### src/rtl/uart_tx_sched.sv
// uart_tx_sched
// -----------------------------------------------------------------------------
// Round-robin transmit scheduler in front of the memory-mapped UART controller.
// Several byte producers offer bytes on a valid/ready interface. One byte is
// accepted at a time. Each accepted byte is sent to the controller in four
// steps: a data register write, a TX-enable control write, a short settle
// delay, then repeated polling of the busy flag until it clears.
//
// Optional feature macro: UART_TX_SCHED_TIMEOUT_EN
//   When defined, a 16-bit poll counter aborts a stuck poll. The abort happens
//   after TIMEOUT_CYCLES poll cycles and pulses err. When not defined, POLL
//   waits indefinitely and err is tied low.
//
// Ports
//   clk        in   clock
//   rst_n      in   asynchronous active-low reset
//   req_valid  in   [NUM_REQ-1:0]   per-requester byte valid
//   req_data   in   [8*NUM_REQ-1:0] byte of requester i at [8i+7:8i]
//   req_ready  out  [NUM_REQ-1:0]   one-hot accept strobe (IDLE only)
//   grant_id   out  [2:0]           requester whose byte is in flight
//   done       out  one-cycle pulse when the poll sees busy clear
//   err        out  one-cycle poll-timeout pulse (0 without the macro)
//   mem_addr   out  [31:0] controller register address
//   mem_wdata  out  [31:0] controller write data
//   mem_we     out  write strobe
//   mem_re     out  read strobe
//   mem_rdata  in   [31:0] combinational read data, bit 0 = TX busy at +0x4
// -----------------------------------------------------------------------------
module uart_tx_sched #(
    parameter int          NUM_REQ        = 3,
    parameter logic [31:0] UART_BASE_ADDR = 32'h4000_0000,
    parameter int          SETTLE_CYCLES  = 2,
    parameter int          TIMEOUT_CYCLES = 65535
) (
    input  logic                   clk,
    input  logic                   rst_n,
    input  logic [NUM_REQ-1:0]     req_valid,
    input  logic [8*NUM_REQ-1:0]   req_data,
    output logic [NUM_REQ-1:0]     req_ready,
    output logic [2:0]             grant_id,
    output logic                   done,
    output logic                   err,
    output logic [31:0]            mem_addr,
    output logic [31:0]            mem_wdata,
    output logic                   mem_we,
    output logic                   mem_re,
    input  logic [31:0]            mem_rdata
);

    typedef enum logic [2:0] {
        ST_IDLE    = 3'd0,
        ST_WR_DATA = 3'd1,
        ST_WR_CTRL = 3'd2,
        ST_SETTLE  = 3'd3,
        ST_POLL    = 3'd4
    } state_t;

    localparam logic [3:0]  NUM_REQ_W   = 4'(NUM_REQ);
    localparam logic [15:0] SETTLE_LAST = 16'(SETTLE_CYCLES - 1);
    localparam logic [15:0] TMO_LAST    = 16'(TIMEOUT_CYCLES - 1);
    localparam logic [31:0] ADDR_DATA   = UART_BASE_ADDR;
    localparam logic [31:0] ADDR_CTRL   = UART_BASE_ADDR + 32'h0000_0004;
    localparam logic [31:0] CTRL_TX_EN  = 32'h0000_0002;

    state_t      state_r;
    state_t      state_nxt_s;
    logic [2:0]  rr_ptr_r;
    logic [7:0]  byte_q_r;
    logic [15:0] cnt_r;

    logic [7:0]  valid_pad_s;
    logic [63:0] data_pad_s;
    logic        any_s;
    logic [2:0]  win_s;
    logic [3:0]  win_nxt_s;
    logic [7:0]  win_byte_s;
    logic [7:0]  ready_pad_s;
    logic        accept_s;
    logic        unused_s;

`ifdef UART_TX_SCHED_TIMEOUT_EN
    logic [15:0] poll_cnt_r;
    assign unused_s = ^mem_rdata[31:1];
`else
    // TMO_LAST is folded in here only so the disabled build keeps the parameter referenced.
    assign unused_s = ^{mem_rdata[31:1], TMO_LAST};
`endif

    // Round-robin winner search starting at rr_ptr, wrapping modulo NUM_REQ.
    always_comb begin
        valid_pad_s              = 8'd0;
        valid_pad_s[NUM_REQ-1:0] = req_valid;
        data_pad_s                  = 64'd0;
        data_pad_s[8*NUM_REQ-1:0]   = req_data;
        any_s = 1'b0;
        win_s = 3'd0;
        // Scan from the farthest offset down so the nearest valid one wins.
        for (int i = NUM_REQ - 1; i >= 0; i--) begin
            logic [3:0] idx;
            idx = {1'b0, rr_ptr_r} + 4'(i);
            if (idx >= NUM_REQ_W) begin
                idx = idx - NUM_REQ_W;
            end else begin
                idx = idx;
            end
            if (valid_pad_s[idx[2:0]]) begin
                any_s = 1'b1;
                win_s = idx[2:0];
            end else begin
                any_s = any_s;
            end
        end
        win_nxt_s = {1'b0, win_s} + 4'd1;
        if (win_nxt_s >= NUM_REQ_W) begin
            win_nxt_s = 4'd0;
        end else begin
            win_nxt_s = win_nxt_s;
        end
        win_byte_s  = data_pad_s[{win_s, 3'b000} +: 8];
        ready_pad_s = 8'd1 << win_s;
    end

    // Next-state and output decode; mem_* depend only on state and registers.
    always_comb begin
        state_nxt_s = state_r;
        accept_s    = 1'b0;
        req_ready   = '0;
        done        = 1'b0;
        err         = 1'b0;
        mem_addr    = 32'd0;
        mem_wdata   = 32'd0;
        mem_we      = 1'b0;
        mem_re      = 1'b0;
        case (state_r)
            ST_IDLE: begin
                // rst_n gating keeps req_ready low while reset is held.
                if (any_s && rst_n) begin
                    accept_s    = 1'b1;
                    req_ready   = ready_pad_s[NUM_REQ-1:0];
                    state_nxt_s = ST_WR_DATA;
                end else begin
                    state_nxt_s = ST_IDLE;
                end
            end
            ST_WR_DATA: begin
                mem_we      = 1'b1;
                mem_addr    = ADDR_DATA;
                mem_wdata   = {24'd0, byte_q_r};
                state_nxt_s = ST_WR_CTRL;
            end
            ST_WR_CTRL: begin
                mem_we      = 1'b1;
                mem_addr    = ADDR_CTRL;
                mem_wdata   = CTRL_TX_EN;
                state_nxt_s = ST_SETTLE;
            end
            ST_SETTLE: begin
                if (cnt_r == SETTLE_LAST) begin
                    state_nxt_s = ST_POLL;
                end else begin
                    state_nxt_s = ST_SETTLE;
                end
            end
            ST_POLL: begin
                mem_re   = 1'b1;
                mem_addr = ADDR_CTRL;
                if (!mem_rdata[0]) begin
                    done        = 1'b1;
                    state_nxt_s = ST_IDLE;
                end else begin
`ifdef UART_TX_SCHED_TIMEOUT_EN
                    if (poll_cnt_r == TMO_LAST) begin
                        err         = 1'b1;
                        state_nxt_s = ST_IDLE;
                    end else begin
                        state_nxt_s = ST_POLL;
                    end
`else
                    state_nxt_s = ST_POLL;
`endif
                end
            end
            default: begin
                state_nxt_s = ST_IDLE;
            end
        endcase
    end

    // State register.
    always_ff @(posedge clk or negedge rst_n) begin
        if (!rst_n) begin
            state_r <= ST_IDLE;
        end else begin
            state_r <= state_nxt_s;
        end
    end

    // Grant bookkeeping: latch byte, grant index and advance the rotation pointer.
    always_ff @(posedge clk or negedge rst_n) begin
        if (!rst_n) begin
            byte_q_r <= 8'd0;
            grant_id <= 3'd0;
            rr_ptr_r <= 3'd0;
        end else if (accept_s) begin
            byte_q_r <= win_byte_s;
            grant_id <= win_s;
            rr_ptr_r <= win_nxt_s[2:0];
        end
    end

    // Settle delay counter: cleared by the control write, counts through SETTLE.
    always_ff @(posedge clk or negedge rst_n) begin
        if (!rst_n) begin
            cnt_r <= 16'd0;
        end else begin
            case (state_r)
                ST_WR_CTRL: cnt_r <= 16'd0;
                ST_SETTLE:  cnt_r <= cnt_r + 16'd1;
                default:    cnt_r <= cnt_r;
            endcase
        end
    end

`ifdef UART_TX_SCHED_TIMEOUT_EN
    // Poll counter: zero on POLL entry, +1 per POLL cycle.
    always_ff @(posedge clk or negedge rst_n) begin
        if (!rst_n) begin
            poll_cnt_r <= 16'd0;
        end else if (state_r == ST_POLL) begin
            poll_cnt_r <= poll_cnt_r + 16'd1;
        end else begin
            poll_cnt_r <= 16'd0;
        end
    end
`endif

endmodule

### config.mk
export PLATFORM = sky130hd
export DESIGN_NAME = uart_tx_sched
export DESIGN_NICKNAME = d
export VERILOG_FILES = /design/src/rtl/uart_tx_sched.sv
export SDC_FILE = /design/constraint.sdc
export NUM_CORES = 1
export LEC_CHECK = 0
export BUFFER_PORTS_ARGS = -buffer_cell sky130_fd_sc_hd__buf_2
export CORE_MARGIN = 2
export CORE_UTILIZATION = 50
export CTS_BUF_LIST = sky130_fd_sc_hd__clkbuf_2 sky130_fd_sc_hd__clkbuf_4 sky130_fd_sc_hd__clkbuf_8
export CTS_CLUSTER_DIAMETER = 50
export DETAILED_ROUTE_END_ITERATION = 16
export PLACE_DENSITY = 0.83
export SYNTH_ARGS = -nofsm -noshare
export SYNTH_HDL_FRONTEND = slang
export SYNTH_SLANG_ARGS = --single-unit
### constraint.sdc
create_clock -name clk -period 4.15 [get_ports clk]
set_clock_uncertainty 0.05 [all_clocks]
set_input_delay 0.415 -clock clk [delete_from_list [all_inputs] [get_ports clk]]
set_output_delay 0.415 -clock clk [all_outputs]
set_load 0.005 [all_outputs]
# After elaboration in Yosys (flattened, before gate mapping)

Cells that the tools add are included.

$lt $le $gt $ge: 7
Muxes and demuxes: 31
Equality and inequality tests: 5
Reduce and logical (&&, ||, !) cells: 5
Add/subtract/negate cells: 7
Shift operators: 2

Operators by type and width:

| kind                    | count |
|---|---|
| $shiftx A64 B7 Y8       | 1 |
| $pmux W31 S2            | 1 |
| $mux W3                 | 11 |
| $pmux W16 S2            | 1 |
| $add A16 B1 Y16 const B | 1 |
| $eq A16 B1 Y1 const B   | 1 |
| $pmux W8 S2             | 1 |
| $pmux W3 S5             | 1 |
| $mux W1                 | 13 |
| $ge A4 B2 Y1 const B    | 3 |
| $lt A3 B4 Y1 const B    | 3 |
| $bmux W1 S3             | 3 |
| $sub A3 B2 Y3 const B   | 3 |
| $add A3 B1 Y4 const B   | 2 |
| $eq A3 B2 Y1 const B    | 2 |
| $add A3 B2 Y4 const B   | 1 |
| $reduce_or A2 Y1        | 2 |
| $eq A3 B1 Y1 const B    | 1 |
| $eq A3 B3 Y1 const B    | 1 |
| $ge A3 B2 Y1 const B    | 1 |
| $logic_not A3 Y1        | 1 |
| $shl A1 B3 Y3 const A   | 1 |
| $reduce_bool A2 Y1      | 1 |
| $logic_and A1 B1 Y1     | 1 |

Flip-flop bits (word level): 33
Output and inout port bits: 74
Input port bits: 61

# Longest topological paths before layout

Gate-level depths: netlist of the first run.

Depth after elaboration: 11
Mapped depth: 15
Depth with buffers taken out: 12

# Least setup slack after synthesis of the first run

OpenSTA, ideal clock, no wires.

Path type: register to register
Start point: register rr_ptr_r[1]
End point: register rr_ptr_r[1]
Period minus slack after synthesis: 3.251 ns
Required time: 4.017 ns
Stages on the path, launching flop included: 14
Setup slack: 0.899 ns
Arrival: 3.119 ns
Cell sequence: dfrtp_1 ha_1 ha_1 nor2b_1 or3_1 a21boi_1 o21a_1 buf_2 o211a_1 buf_4 nor2_2 ha_1 or4_1 o21ai_0

Longest elaborated chain between the ends: 11
Elaborated cells between the ends (all ways): 29

RTL lines:

| item                                          | RTL line | RTL |
|---|---|---|
| start: declaration                            | 67       | `logic [2:0] rr_ptr_r;` |
| start signal: assignment                      | 207      | `rr_ptr_r <= win_nxt_s[2:0];` |
| $add A3 B2 Y4                                 | 100      | `idx = {1'b0, rr_ptr_r} + 4'(i);` |
| $ge A4 B2 Y1 or $sub A3 B2 Y3 (tied branches) | 101, 102 |  |
| $mux W3                                       | 101      | `if (idx >= NUM_REQ_W) begin` |
| $bmux W1 S3                                   | 106      | `if (valid_pad_s[idx[2:0]]) begin` |
| $mux W1 (not written as such)                 | 106      |  |
| $mux W3 (2 in series)                         | 106      |  |
| $mux W3 *                                     | 106      |  |
| named net win_s[1]                            | 74       | `logic [2:0] win_s;` |
| $add A3 B1 Y4 *                               | 113      | `win_nxt_s = {1'b0, win_s} + 4'd1;` |
| $ge A4 B2 Y1                                  | 114      | `if (win_nxt_s >= NUM_REQ_W) begin` |
| $mux W3 *                                     | 114      |  |

The timed path passes the listed nets; every way through them passes the cells marked *. The select of a mux whose other input is x is not followed.
A chain may end at the register's enable or synchronous reset.

# Worst setup path in the final report of the first run

Start point: register rr_ptr_r[0]
End point: output port req_ready[0]

Longest elaborated chain between the ends: 11
Elaborated cells between the ends (all ways): 27

RTL lines:

| item                                          | RTL line | RTL |
|---|---|---|
| $add A3 B2 Y4                                 | 100      |  |
| $ge A4 B2 Y1 or $sub A3 B2 Y3 (tied branches) | 101, 102 |  |
| $mux W3                                       | 101      |  |
| $bmux W1 S3                                   | 106      |  |
| $mux W1 (not written as such)                 | 106      |  |
| $mux W3 (2 in series)                         | 106      |  |
| $mux W3 *                                     | 106      |  |
| named net win_s[1]                            | 74       |  |
| $shl A1 B3 Y3 *                               | 120      | `ready_pad_s = 8'd1 << win_s;` |
| $mux W3 *                                     | 137      | `if (any_s && rst_n) begin` |
| $mux W3 *                                     | 134      | `case (state_r)` |
| end: declaration                              | 39       | `output logic [NUM_REQ-1:0] req_ready,` |

Marked as above.

==> results.tsv, run 1 <==
stage	metric	value	unit
power	leakagePower	1.72	nW
placed_design	numPortBuffers	48	
sta	finalSetupViolations	0	
floorplan	num_io_pins	135	
setup_path	startpoint	rr_ptr_r[0]$_DFFE_PN0P_	
floorplan	fp.dieArea	7140	sq um
floorplan	initial_core_util	51.3	%
global_routing	grt_pass1_vias	2665	
cells_and_area	fin_cells	528	
sta	max_slew_margin	39.2	%
setup_path	r2r_end	rr_ptr_r[1]$_DFFE_PN0P_	
synthesis	post_synth.cell_area_avg	8.00	sq um
setup_path	crit_family	compound AO/OA/AOI/OAI gates	
drt	drc_errors	0	
setup_path	cp_num_cells	12	
clock_tree	cts_tree	yes	
setup_path	reg2reg_slack	0.57	ns
global_routing	grt_max_degree	32	
sta	hold_violations	0	
cells_and_area	syn_to_final_growth	6.95	%
setup_path	setup.worst_path.end_class	output pin	
floorplan	die_w	84.5	microns
drt	vias_per_cell	5.50	
clock_tree	clkTransAtPathRegs	0.07	ns
placed_design	routabilityCongestion	0.810	
setup_path	path_buf_inv	3	
synthesis	synth-main-ff-cell	dfrtp_1	
setup_path	cp-start-kind	flop	
drt	num_vias	2905	
global_routing	overflow	0	
sta	tns	0	ns
cells_and_area	final_common_cell	conb_1	
global_routing	grt_pass1_wl	11900	microns
synthesis	syn_inst	405	
power	max-vdd-ir-drop	0.269	mV
drt	ant_nets	0	
job	max_cap_violations	0	
placed_design	post-place-cells	519	
global_routing	grt_use_total	19.9	%
clock_tree	cts_made_buffers	5	
global_routing	antenna_found_initial	0	
drt	dr.first_iter.drc_count	109	
setup_path	cp_cell_sequence	inv_1, ha_1, and2_1, a32oi_1, o21ai_1, o21a_1, o211a_1, nor2_2, inv_1, ha_1, and2_1, buf_2	
setup_path	arrival	3.40	ns
synthesis	ys_seq_elements	33	
sta	layout_min_cycle_time	3.87	ns
sta	worstMarginPinSlew	0.909	ns
cells_and_area	final_cell_mix	conb_1 (55), buf_2 (48), nand2_1 (41)	
clock_tree	cts.repair.resized	0	
clock_tree	cts.sinks	33	
floorplan	rows	29	
sta	rsz0062_at_grt	false	
setup_path	crit_slowest_cell	dfrtp_1	
synthesis	async_flop_share	100	%
setup_path	cp.required	3.68	ns
cells_and_area	diodes	0	
outcome	status	finished clean	
clock_tree	htree_levels	2	
cells_and_area	drive_gt1_share	18.2	%
synthesis	synth-edff-count	0	
sta	fmax	0.259	GHz
setup_path	cp-endpoint	req_ready[0]	
drt	wl_per_cell	13.5	microns
cells_and_area	nets	525	
setup_path	critPathMaxFanout	13	
sta	drv_slew	0	
synthesis	ys_types	53	
hold_path	worst_hold_path_type	in -> reg	
clock_tree	clock-root-buffer	clkbuf_8	
clock_tree	clk_latency	0.29	ns
clock_tree	clk_path_buf_depth	2	
drt	drt_first_pass_iters	4	
setup_path	crit_path_max_incr_delay	0.60	ns
floorplan	coreArea	6310	sq um
synthesis	netlist_area	3240	sq um
sta	period_share	93.2	%
hold_path	whs_path_depth	3	
floorplan	die_h	84.5	microns
setup_path	reg2regPathDepth	12	
placed_design	place_hpwl	5430	microns
synthesis	yosys_warnings	0	
power	power_density	201	nW/um^2
setup_path	critPathKind	reg -> out	
setup_path	r2r-start	rr_ptr_r[0]$_DFFE_PN0P_	
synthesis	ys_seq_area_share	25.5	%
drt	drt-total-wl	7150	microns
-- repair_timing --
action                    CTS  global route
hold buffers                1             0
hold endpoints to repair    2             0
buffers inserted            0             0
-- synth_stat cells, types with 2 or more instances --
cell type   n  area [sq um]
nor3_1      9          45.0
o21ai_1     2          10.0
or2_2       2          12.5
nor2_2      3          18.8
xor2_1      2          17.5
a21boi_1    2          15.0
nand3_1    16          80.1
mux2i_1    11           110
nand2_1    41           154
buf_2       7          35.0
inv_1       9          33.8
and3_1     18           113
o211ai_1   18           135
buf_4      59           443
a22o_1      2          17.5
o31ai_1     2          15.0
o211a_1     2          20.0
nand4_1    10          62.6
ha_1       14           175
nand2b_1    6          37.5
clkbuf_1    7          26.3
nor3b_1     3          22.5
or3_1       2          12.5
and2_1     12          75.1
nor2_1     26          97.6
a21oi_1    10          50.1
nand3b_1   12          90.1
o21ai_0    27           135
nor4b_1     2          17.5
nor2b_1     6          37.5
o32ai_1     8          70.1
dfrtp_1    33           826
nor4_1      2          12.5
-- worst min-delay path, stage by stage --
cell and delay, ns:
buf_2 0.09, nand2_1 0.06, o21ai_0 0.07
-- per-layer routing --
metal / up-vias / track usage, % / part of all wire (%)
li1: 1427 / - / -
met4: 0 / 5.48 / 0.77
met5: - / 0 / 0
met3: 5 / 2.65 / 5.8
met2: 88 / 35.1 / 50
met1: 1385 / 25.6 / 43
-- kinds of logic after synthesis --
kind of cell | Yosys count | share of synthesized area, %
AO/OA/AOI/OAI | 83 | 17.9
multiplexers | 12 | 3.75
XOR/XNOR | 3 | 0.811
buffers and inverters | 84 | 17.1
flip-flops | 33 | 25.5
other | 1 | 0.116
adder cells (fa/ha/maj) | 14 | 5.41
AND/OR/NAND/NOR | 175 | 29.5
-- how the worst min path moves through the flow --
stage | from | end | slack [ns]
2_1_floorplan | rst_n | byte_q_r[0]$_DFFE_PN0P_ | 0.07
3_3_place_gp | rst_n | grant_id[0]$_DFFE_PN0P_ | 0.18
3_5_place_dp | rst_n | grant_id[0]$_DFFE_PN0P_ | 0.18
4_1_cts | mem_rdata[0] | state_r[2]$_DFF_PN0_ | 0.33
5_1_grt | mem_rdata[0] | state_r[2]$_DFF_PN0_ | 0.33
6_report | mem_rdata[0] | state_r[2]$_DFF_PN0_ | 0.33
-- flip-flops by register name, summed over array words and instances, names as in the netlist --
name	cells
rr_ptr_r	3
grant_id	3
state_r	3
cnt_r	16
byte_q_r	8
-- where the power goes --
| part | internal [mW] | total, mW | switching (mW) |
|---|---|---|---|
| registers | 0.322 | 0.322 | 0 |
| logic | 0.0191 | 0.0548 | 0.0356 |
| clock network | 0.202 | 0.321 | 0.119 |
-- metrics by stage --
step / cell area (sq um) / hold WS (ns) / setup slack (ns) / total power [mW] / util (%)
after floorplan: 3440 / 0.0694 / 0.899 / 0.390 / -
after global placement: 3340 / 0.183 / 0.724 / 0.379 / 52.8
after detailed placement: 3340 / 0.181 / 0.612 / 0.381 / 52.8
after CTS: 3470 / 0.329 / 0.275 / 0.704 / 54.9
after global routing: 3470 / 0.334 / 0.0120 / 0.725 / 54.9
final: 3470 / 0.333 / 0.282 / 0.697 / 54.9
-- layout make-up --
type | count | area (sq um)
flip-flops and latches | 33 | 826
multi-input cells | 342 | 2060
inverters | 9 | 33.8
clock buffers | 7 | 90.1
well taps | 77 | 96.3
clock inverters | 1 | 30.0
fillers | 604 | 2850
repair buffers | 59 | 325
No activity file was read; power rests on OpenSTA's default activity.
==> run 2, diff against run 1 <==
--- a/config.mk
+++ b/config.mk
@@ -6,6 +6,7 @@
 export NUM_CORES = 1
 export LEC_CHECK = 0
 export BUFFER_PORTS_ARGS = -buffer_cell sky130_fd_sc_hd__buf_2
+export CORE_ASPECT_RATIO = 1.5
 export CORE_MARGIN = 2
 export CORE_UTILIZATION = 50
 export CTS_BUF_LIST = sky130_fd_sc_hd__clkbuf_2 sky130_fd_sc_hd__clkbuf_4 sky130_fd_sc_hd__clkbuf_8
==> constraint.sdc (replaced) <==
create_clock -name clk -period 4.1 [get_ports clk]
set_clock_uncertainty 0.05 [all_clocks]
set_input_delay 0.41 -clock clk [delete_from_list [all_inputs] [get_ports clk]]
set_output_delay 0.41 -clock clk [all_outputs]
set_load 0.005 [all_outputs]
==> results.tsv, run 2 (same netlist as run 1, synthesis figures left out) <==
stage	metric	value	unit
outcome	status	finished clean	
floorplan	rows	35	
floorplan	die_w	69.7	microns
placed_design	place_area	3340	sq um
drt	ant_nets	0	
power	p_int	0.542	mW
placed_design	numPortBuffers	48	
sta	hold_violations	0	
clock_tree	clkTransAtPathRegs	0.07	ns
sta	max_slew_margin	41.2	%
placed_design	post-place-cells	517	
drt	met2_length	3850	microns
drt	dr.max_layer_used	met4	
power	switching_share	23.2	%
clock_tree	htree_levels	2	
setup_path	reg2regPathDepth	11	
clock_tree	cts_tree	yes	
clock_tree	cts_made_buffers	5	
cells_and_area	largest_register_ffs	16	
cells_and_area	fin_cells	526	
cells_and_area	utilization	55.8	%
drt	wl_met3	393	microns
drt	num_vias	2948	
global_routing	grt_max_degree	26	
placed_design	place_hpwl	5680	microns
sta	setup_slack	0.177	ns
cells_and_area	final_cell_mix	conb_1 (55), buf_2 (48), nand2_1 (41)	
cells_and_area	diodes	0	
power	clkPwrFrac	46.0	%
drt	vias_per_cell	5.60	
cells_and_area	top_register	cnt_r	
cells_and_area	reg_top3	cnt_r x16, byte_q_r x8	
sta	fin_hold_ws	0.321	ns
floorplan	coreArea	6220	sq um
drt	wl_met1	3020	microns
global_routing	grt_pass1_wl	12100	microns
setup_path	cp-start-kind	flop	
floorplan	die_h	103	microns
drt	wl_per_cell	14.2	microns
job	max_cap_violations	0	
power	max-vdd-ir-drop	0.114	mV
cells_and_area	nFillCells	580	
floorplan	fp.dieArea	7150	sq um
global_routing	grt_use_total	20.6	%
drt	drc_errors	0	
clock_tree	clk_path_buf_depth	2	
setup_path	cp.required	3.64	ns
sta	period_share	95.7	%
cells_and_area	stdcell_area	3470	sq um
sta	finalSetupViolations	0	
setup_path	critPathKind	reg -> out	
sta	fmax	0.255	GHz
drt	drt-total-wl	7480	microns
global_routing	antenna_found_initial	0	
setup_path	setup.worst_path.end_class	output pin	
power	power_density	203	nW/um^2
setup_path	critPathMaxFanout	10	
cells_and_area	final_common_cell	conb_1	
drt	drt_first_pass_iters	5	
power	power_switching	0.164	mW
hold_path	worst_hold_path_type	in -> reg	
hold_path	whs_path_depth	3	
cells_and_area	nets	526	
clock_tree	cts.sinks	33	
sta	drv_slew	0	
power	seqPwrFrac	46.1	%
floorplan	num_io_pins	135	
power	power	0.706	mW
clock_tree	clock-root-buffer	clkbuf_8	
global_routing	overflow	0	
cells_and_area	syn_to_final_growth	7.07	%
sta	rsz0062_at_grt	false	
floorplan	initial_core_util	52.1	%
sta	tns	0	ns
setup_path	arrival	3.46	ns
sta	layout_min_cycle_time	3.92	ns
clock_tree	clk_latency	0.29	ns
cells_and_area	drive_gt1_share	18.6	%
global_routing	grt_pass1_vias	2659	
drt	dr.first_iter.drc_count	203	
sta	worstMarginPinSlew	0.881	ns
power	leakagePower	1.72	nW
placed_design	dpl_worst_slack	0.536	ns
placed_design	routabilityCongestion	0.867	
power	power_frac_comb	7.9	%
## run 2: cell count changes in the layout (fill, tap and decap cells not counted), sizes merged
cell	delta
clkinvlp	+1
clkbuf	-1
buf	+1
## run 2: cell type report
cell class / count / area [sq um] / share of cell area, %
Timing Repair Buffer: 60 / 333 / 9.59
Sequential cell: 33 / 826 / 23.8
Tap cell: 74 / 92.6 / 2.67
Clock buffer: 6 / 82.6 / 2.38
Multi-Input combinational cell: 342 / 2060 / 59.5
Clock inverter: 2 / 37.5 / 1.08
Inverter: 9 / 33.8 / 0.974
## run 2: final timing paths
| check | slack [ns] | startpoint | to |
|---|---|---|---|
| max in group asynchronous | 2.94 | rst_n | state_r[2]$_DFF_PN0_ |
| worst max-delay path | 0.18 | rr_ptr_r[1]$_DFFE_PN0P_ | req_ready[0] |
| worst min-delay path | 0.32 | mem_rdata[0] | state_r[2]$_DFF_PN0_ |
| worst max register to register | 0.57 | rr_ptr_r[1]$_DFFE_PN0P_ | rr_ptr_r[1]$_DFFE_PN0P_ |
| min in group asynchronous | 0.47 | rst_n | state_r[0]$_DFF_PN0_ |
| worst min register to register | 0.44 | grant_id[2]$_DFFE_PN0P_ | grant_id[2]$_DFFE_PN0P_ |
## run 2: what timing repair did
action | 4_1_cts | 5_1_grt
gates resized for setup | 0 | 1
endpoints found under the hold margin | 8 | 0
hold buffers | 1 | 0
buffers inserted | 0 | 0
endpoints found under the setup margin | 0 | 1
## run 2: power by group through the flow
stage	logic, mW	clock network, mW	registers, mW
after CTS	0.0548	0.329	0.325
after global routing	0.0638	0.340	0.325
after global placement	0.0526	0	0.332
after detailed placement	0.0540	0	0.332
after floorplan	0.0629	0	0.332
final	0.0560	0.325	0.325
## run 2: worst max-delay path, stage by stage (launching register included)
cell and delay (ns):
dfrtp_1 0.58, inv_1 0.20, ha_1 0.24, a21boi_1 0.41, mux2_2 0.40, nand3_1 0.13
nand2_1 0.09, o211a_2 0.34, nor2_2 0.20, inv_1 0.12, ha_1 0.19, and2_1 0.14
buf_2 0.12
## run 2: metal layers
metal / global-route usage (%) / vias to the layer above
li1: - / 1428
met1: 24.1 / 1376
met2: 37.9 / 125
met3: 2.15 / 19
met4: 9.91 / 0
met5: 0 / -
